===== config.mk =====
export PLATFORM = sky130hd
export DESIGN_NAME = bf_weight_sched
export DESIGN_NICKNAME = d
export VERILOG_FILES = /design/src/rtl/bf_pkg.sv /design/src/rtl/bf_weight_ram.sv /design/src/rtl/bf_weight_sched.sv
export SDC_FILE = /design/constraint.sdc
export NUM_CORES = 2
export LEC_CHECK = 0
export BUFFER_PORTS_ARGS = -buffer_cell sky130_fd_sc_hd__buf_2
export CAP_MARGIN = 40
export CORE_AREA = 5 5 359 361
export CTS_CLUSTER_SIZE = 20
export DETAILED_ROUTE_END_ITERATION = 16
export DIE_AREA = 0 0 364 366
export GPL_TIMING_DRIVEN = 0
export SETUP_SLACK_MARGIN = 0.2
export SYNTH_ARGS = -nofsm -noshare
export SYNTH_HDL_FRONTEND = slang
export SYNTH_SLANG_ARGS = --single-unit

===== constraint.sdc =====
create_clock -name clock -period 70.2 [get_ports clock]
set_input_delay 14.04 -clock clock [delete_from_list [all_inputs] [get_ports clock]]
set_output_delay 14.04 -clock clock [all_outputs]
set_load 0.005 [all_outputs]

===== src/rtl/bf_pkg.sv =====
// Shared types for the beam-weight scheduler: weight word, cos/sin pair, FSM states.
// Types only; there is no logic, latency or flow control here.
// Imported by bf_weight_ram and bf_weight_sched.
package bf_pkg;

    localparam int NUM_CH = 8;
    localparam int W_W    = 5;

    typedef logic [W_W-1:0] weight_t;

    typedef struct packed {
        weight_t cos;
        weight_t sin;
    } wpair_t;

    typedef enum logic [1:0] {
        IDLE,
        LOAD,
        COMMIT,
        DWELL
    } wsched_state_t;

endpackage


===== src/rtl/bf_weight_ram.sv =====
// Beam weight table: NUM_BEAMS x 2 sources x NUM_CH cos/sin pairs held in flops.
// Latency: the scan read port is combinational; optional readback (BF_WSCHED_READBACK_EN) is 1 cycle.
// Backpressure: none; writes are gated by the scheduler and a same-cycle read returns the old entry.
module bf_weight_ram
    import bf_pkg::*;
#(
    parameter int NUM_BEAMS = 4,
    parameter int BEAM_W    = 2
) (
    input  logic              clock,
    input  logic              reset,
    input  logic              wr_en,
    input  logic [BEAM_W-1:0] wr_beam,
    input  logic              wr_src,
    input  logic [2:0]        wr_ch,
    input  wpair_t            wr_dat,
    input  logic [BEAM_W-1:0] scan_beam,
    input  logic [2:0]        scan_ch,
    output wpair_t            scan_dat_1,
    output wpair_t            scan_dat_2
`ifdef BF_WSCHED_READBACK_EN
    ,
    input  logic              rd_req,
    input  logic [BEAM_W-1:0] rd_beam,
    input  logic              rd_src,
    input  logic [2:0]        rd_ch,
    output weight_t           rd_cos,
    output weight_t           rd_sin,
    output logic              rd_vld
`endif
);

    wpair_t mem [NUM_BEAMS][2][NUM_CH];

    always_ff @(posedge clock or posedge reset) begin
        if (reset) begin
            for (int b = 0; b < NUM_BEAMS; b++) begin
                for (int s = 0; s < 2; s++) begin
                    for (int c = 0; c < NUM_CH; c++) begin
                        mem[b][s][c] <= '0;
                    end
                end
            end
        end else if (wr_en) begin
            mem[wr_beam][wr_src][wr_ch] <= wr_dat;
        end
    end

    assign scan_dat_1 = mem[scan_beam][0][scan_ch];
    assign scan_dat_2 = mem[scan_beam][1][scan_ch];

`ifdef BF_WSCHED_READBACK_EN
    always_ff @(posedge clock or posedge reset) begin
        if (reset) begin
            rd_vld <= 1'b0;
            rd_cos <= '0;
            rd_sin <= '0;
        end else begin
            rd_vld <= rd_req;
            if (rd_req) begin
                rd_cos <= mem[rd_beam][rd_src][rd_ch].cos;
                rd_sin <= mem[rd_beam][rd_src][rd_ch].sin;
            end
        end
    end
`endif

endmodule


===== src/rtl/bf_weight_sched.sv =====
// Beam-weight scheduler: loads each beam into shadow, commits it on lo_sync, dwells, advances. Option: BF_WSCHED_READBACK_EN.
// Latency: start -> first commit is 9 cycles plus up to 3 cycles of lo_sync alignment; commit is a registered pulse.
// Backpressure: wr_ready drops only while the beam being loaded is the write target; the write waits, never drops.
module bf_weight_sched
    import bf_pkg::*;
#(
    parameter int NUM_BEAMS = 4,
    parameter int DWELL_W   = 16,
    parameter int BEAM_W    = (NUM_BEAMS > 1) ? $clog2(NUM_BEAMS) : 1
) (
    input  logic                       clock,
    input  logic                       reset,
    input  logic                       lo_sync,
    input  logic                       start,
    input  logic                       stop,
    input  logic [BEAM_W-1:0]          last_beam,
    input  logic [DWELL_W-1:0]         dwell_len,
    input  logic                       wr_valid,
    output logic                       wr_ready,
    input  logic [BEAM_W-1:0]          wr_beam,
    input  logic                       wr_src,
    input  logic [2:0]                 wr_ch,
    input  weight_t                    wr_cos,
    input  weight_t                    wr_sin,
    output weight_t [NUM_CH-1:0]       w_cos_1,
    output weight_t [NUM_CH-1:0]       w_sin_1,
    output weight_t [NUM_CH-1:0]       w_cos_2,
    output weight_t [NUM_CH-1:0]       w_sin_2,
    output logic [BEAM_W-1:0]          beam_idx,
    output logic                       commit,
    output logic                       busy
`ifdef BF_WSCHED_READBACK_EN
    ,
    input  logic                       rd_req,
    input  logic [BEAM_W-1:0]          rd_beam,
    input  logic                       rd_src,
    input  logic [2:0]                 rd_ch,
    output weight_t                    rd_cos,
    output weight_t                    rd_sin,
    output logic                       rd_vld
`endif
);

    localparam logic [BEAM_W:0]   BEAM_LIMIT = (BEAM_W+1)'(NUM_BEAMS);
    localparam logic [BEAM_W-1:0] BEAM_MAX   = BEAM_W'(NUM_BEAMS - 1);

    wsched_state_t      state;
    wsched_state_t      state_nxt;
    logic [BEAM_W-1:0]  cur;
    logic [BEAM_W-1:0]  last_q;
    logic [BEAM_W-1:0]  last_clamped;
    logic [2:0]         ld_ch;
    logic [DWELL_W-1:0] dwell_cnt;
    wpair_t             shadow [2][NUM_CH];
    wpair_t             scan_dat_1;
    wpair_t             scan_dat_2;
    logic               do_start;
    logic               load_en;
    logic               do_commit;
    logic               do_advance;

    assign last_clamped = ({1'b0, last_beam} >= BEAM_LIMIT) ? BEAM_MAX : last_beam;
    assign wr_ready     = !((state == LOAD) && (wr_beam == cur));
    assign busy         = (state != IDLE);

    bf_weight_ram #(
        .NUM_BEAMS (NUM_BEAMS),
        .BEAM_W    (BEAM_W)
    ) u_ram (
        .clock      (clock),
        .reset      (reset),
        .wr_en      (wr_valid && wr_ready),
        .wr_beam    (wr_beam),
        .wr_src     (wr_src),
        .wr_ch      (wr_ch),
        .wr_dat     ({wr_cos, wr_sin}),
        .scan_beam  (cur),
        .scan_ch    (ld_ch),
        .scan_dat_1 (scan_dat_1),
        .scan_dat_2 (scan_dat_2)
`ifdef BF_WSCHED_READBACK_EN
        ,
        .rd_req     (rd_req),
        .rd_beam    (rd_beam),
        .rd_src     (rd_src),
        .rd_ch      (rd_ch),
        .rd_cos     (rd_cos),
        .rd_sin     (rd_sin),
        .rd_vld     (rd_vld)
`endif
    );

    always_ff @(posedge clock or posedge reset) begin
        if (reset) begin
            state <= IDLE;
        end else begin
            state <= state_nxt;
        end
    end

    // stop has priority over every other transition, including a coincident lo_sync
    always_comb begin
        state_nxt  = state;
        do_start   = 1'b0;
        load_en    = 1'b0;
        do_commit  = 1'b0;
        do_advance = 1'b0;
        case (state)
            IDLE: begin
                if (start && !stop) begin
                    do_start  = 1'b1;
                    state_nxt = LOAD;
                end
            end
            LOAD: begin
                if (stop) begin
                    state_nxt = IDLE;
                end else begin
                    load_en = 1'b1;
                    if (ld_ch == 3'd7) begin
                        state_nxt = COMMIT;
                    end
                end
            end
            COMMIT: begin
                if (stop) begin
                    state_nxt = IDLE;
                end else if (lo_sync) begin
                    do_commit = 1'b1;
                    state_nxt = DWELL;
                end
            end
            DWELL: begin
                if (stop) begin
                    state_nxt = IDLE;
                end else if (dwell_cnt == '0) begin
                    do_advance = 1'b1;
                    state_nxt  = LOAD;
                end
            end
            default: state_nxt = IDLE;
        endcase
    end

    always_ff @(posedge clock or posedge reset) begin
        if (reset) begin
            cur       <= '0;
            last_q    <= '0;
            ld_ch     <= '0;
            dwell_cnt <= '0;
            w_cos_1   <= '0;
            w_sin_1   <= '0;
            w_cos_2   <= '0;
            w_sin_2   <= '0;
            beam_idx  <= '0;
            commit    <= 1'b0;
            for (int s = 0; s < 2; s++) begin
                for (int k = 0; k < NUM_CH; k++) begin
                    shadow[s][k] <= '0;
                end
            end
        end else begin
            commit <= do_commit;
            if (do_start) begin
                cur   <= '0;
                ld_ch <= '0;
            end
            if (load_en) begin
                shadow[0][ld_ch] <= scan_dat_1;
                shadow[1][ld_ch] <= scan_dat_2;
                ld_ch            <= ld_ch + 3'd1;
            end
            // dwell length and scan extent are frozen per beam at commit time
            if (do_commit) begin
                for (int k = 0; k < NUM_CH; k++) begin
                    w_cos_1[k] <= shadow[0][k].cos;
                    w_sin_1[k] <= shadow[0][k].sin;
                    w_cos_2[k] <= shadow[1][k].cos;
                    w_sin_2[k] <= shadow[1][k].sin;
                end
                beam_idx  <= cur;
                last_q    <= last_clamped;
                dwell_cnt <= (dwell_len == '0) ? '0 : dwell_len - 1'b1;
            end else if ((state == DWELL) && (dwell_cnt != '0)) begin
                dwell_cnt <= dwell_cnt - 1'b1;
            end
            if (do_advance) begin
                cur   <= (cur >= last_q) ? '0 : cur + 1'b1;
                ld_ch <= '0;
            end
        end
    end

endmodule


==> results.yml <==
status:
  run_status: "complete, no violations"
routing:
  postRouteAntennaNets: 0
  num_vias: 29800
  wl_um: 150000
  drtIter0Drc: 2848
  avgViaCountPerCell: 5.41
  detail_route.first_pass.iterations: 6
  drc: 0
  wl_per_cell_um: 27.3
sta:
  setup-tns-final_ns: 0
  fmax_ghz: 0.0345
  setup_ws_ns: 41.23
  slew_violations: 0
  final-hold-violation-count: 0
  slew_headroom_pct: 37.7
  rsz0062_at_grt: "no"
  finalWorstPathRequiredPeriod_ns: 28.97
  min_period_over_period_pct: 41.3
  finClkSkew_ns: 0.0285
  tightest_slew_ns: 0.933
  setup_viol: 0
grt:
  grt_pass1_wl_um: 215000
  busiest_layer: "met2"
  grtUsageMet3_pct: 4.23
  grt_use_total_pct: 22.1
  antenna_found_initial: 14
  grt_max_degree: 124
  grt_pass1_vias: 29600
  grt_use_met2_pct: 34.8
  grt_util_met1_pct: 31.1
  grt-ovfl-total: 0
place:
  gp_congestion: 0.903
  dp_slack_ns: 41.24
  hpwl_um: 110000
  port_buffers: 192
  placedCellCount: 5304
synth:
  ys_async_sr_fraction_pct: 100
  synthTopCellsByCount: "988 x dfrtp_1, 749 x mux2_2, 540 x nand2_1, 324 x mux2i_1, 169 x o22ai_1"
  yosys_warnings: 0
  yosys.cell_count.top_type: "dfrtp_1"
  synth_seq_area_share_pct: 56.9
  ys_types: 65
  synth_nets: 3436
  synthFlopType: "dfrtp_1"
  netlist_instances: 3389
  yosysTopAreaCellShare_pct: 56.9
  yosysTopAreaCell: "dfrtp_1"
  syn_area_um2: 43400
  ys_ff_latch: 988
  avgSynthCellArea_um2: 12.8
  synth_edf_count: 0
  synth_area_leaders: "dfrtp_1 57%, mux2_2 19%, mux2i_1 7.5%"
worst_setup_path:
  crit_arrival_ns: 14.93
  required_ns: 56.16
  slowest_delay_ns: 0.28
  cp-end-kind: "output port"
  path_cells: "buf_2 > xnor2_1 > nand3_1 > buf_2"
  cp_common_cell: "buf_2"
  critPathKind: "in -> out"
  cpMaxStageDelayCell: "xnor2_1"
  start_kind: "primary input"
  cp_max_fo: 2
  cp_top_family: "buffers and inverters"
  crit_buf_inv: 2
clock_tree:
  cts.sinks: 988
  clockBufferDepth: 3
  clkTransAtPathRegs_ns: 0.06
  cts_hold_buf: 0
  cts_resized: 0
  clock_latency_ns: 0.71
  cts_tree: "yes"
  cts_made_buffers: 101
  h-tree-depth: 3
  clockRootBuffer: "clkbuf_16"
  post_cts_buffers: 0
floorplan:
  initial_core_util_pct: 34.7
  ios: 205
  die_y_um: 366
  core-area_um2: 125000
  die-area_um2: 133000
  rows: 130
  die_w_um: 364
hold_path:
  min_path_type: "reg -> reg"
flow_run:
  maxCapViolCount: 0
power_and_ir_drop:
  powerDensity_nw_per_um2: 27.7
  power_mw: 1.42
  ir_worst_vdd_mv: 0.0189
  p_leak_nw: 24.3
layout:
  drive_above_1_share_pct: 35.4
  fillerInstances: 11700
  area_growth_pct: 17.7
  finalNonFillerCells: 5501
  fin_nets: 3806
-- through the flow --
step                util, %  hold slack [ns]  instance area [um2]
finish                 40.9            0.461                51100
global route           40.9            0.473                51100
CTS                    40.9            0.454                51100
detailed placement     38.0            0.449                47500
global placement       37.1            0.444                46500
floorplan                 -            0.433                43400
-- cells by family after synthesis --
kind of cell    Yosys count  share of synthesized area (%)
compound gates          245                           3.60
mux                    1085                           27.2
fa+ha+maj                 7                          0.202
xor+xnor                 21                          0.423
flops                   988                           56.9
buf+inv                 242                           2.49
simple gates            801                           9.16
-- worst reg2reg max path: stages (launching register included) --
cell and delay, ns:
dfrtp_1 0.37, buf_6 0.19, buf_2 0.49, mux2i_1 0.76, o22ai_1 0.30, nor4_1 0.84
nand2_1 0.38, mux2_2 0.36
-- power breakdown --
part	leakage (nW)	switching (mW)	internal [mW]
Combinational	9.21	0.0884	0.0737
Clock	1.78	0.235	0.347
Sequential	13.3	0.0354	0.637
Total	24.3	0.358	1.06
-- flip-flops by register name, indices dropped and copies added (netlist names) --
register   flops
u_ram.mem    640
shadow       160
w_cos_1       40
w_cos_2       40
w_sin_1       40
w_sin_2       40
dwell_cnt     16
ld_ch          3
beam_idx       2
cur            2
last_q         2
state          2
commit         1
-- final timing paths --
path / startpoint / end / slack, ns / cells after the start
hold / removal: shadow[45] / w_cos_2[15] / 0.46 / 2
setup reg to reg: cur[1] / shadow[150] / 66.41 / 7
max in group asynchronous: reset / shadow[117] / 54.27 / 7
min in group asynchronous: reset / w_sin_2[18] / 13.42 / 2
setup / recovery: wr_beam[0] / wr_ready / 41.23 / 4
hold reg to reg: shadow[45] / w_cos_2[15] / 0.46 / 2
-- area by class of cell --
cell class	instances	area, um2	share of cell area (%)
sequential	988	24700	48.4
multi-input combinational	2159	17600	34.5
clock buffer	154	3090	6.04
tap	1650	2060	4.04
timing repair buffer	267	2000	3.92
buffer	232	1040	2.04
clock inverter	34	513	1.00
inverter	10	45.0	0.0881
antenna	7	17.5	0.0343
-- layer usage --
metal / vias up / part of all wire (%)
met2: 1121 / 46
met1: 15700 / 44
met4: 8 / 2.9
met3: 204 / 7.8
met5: - / 0.039
li1: 12700 / -
-- cell usage in the layout (no fill, tap or decap), types with 23 or more instances in the layout --
cell type / n
nand2_1: 540
o22ai_1: 169
mux2i_1: 324
nor4_1: 23
clkbuf_16: 103
mux2_2: 749
buf_2: 283
a31oi_1: 41
clkbuf_1: 132
dfrtp_1: 988
nor4_2: 25
nor2_1: 66
buf_8: 28
buf_6: 27
clkbuf_8: 32
(Power assumes the default switching activity.)
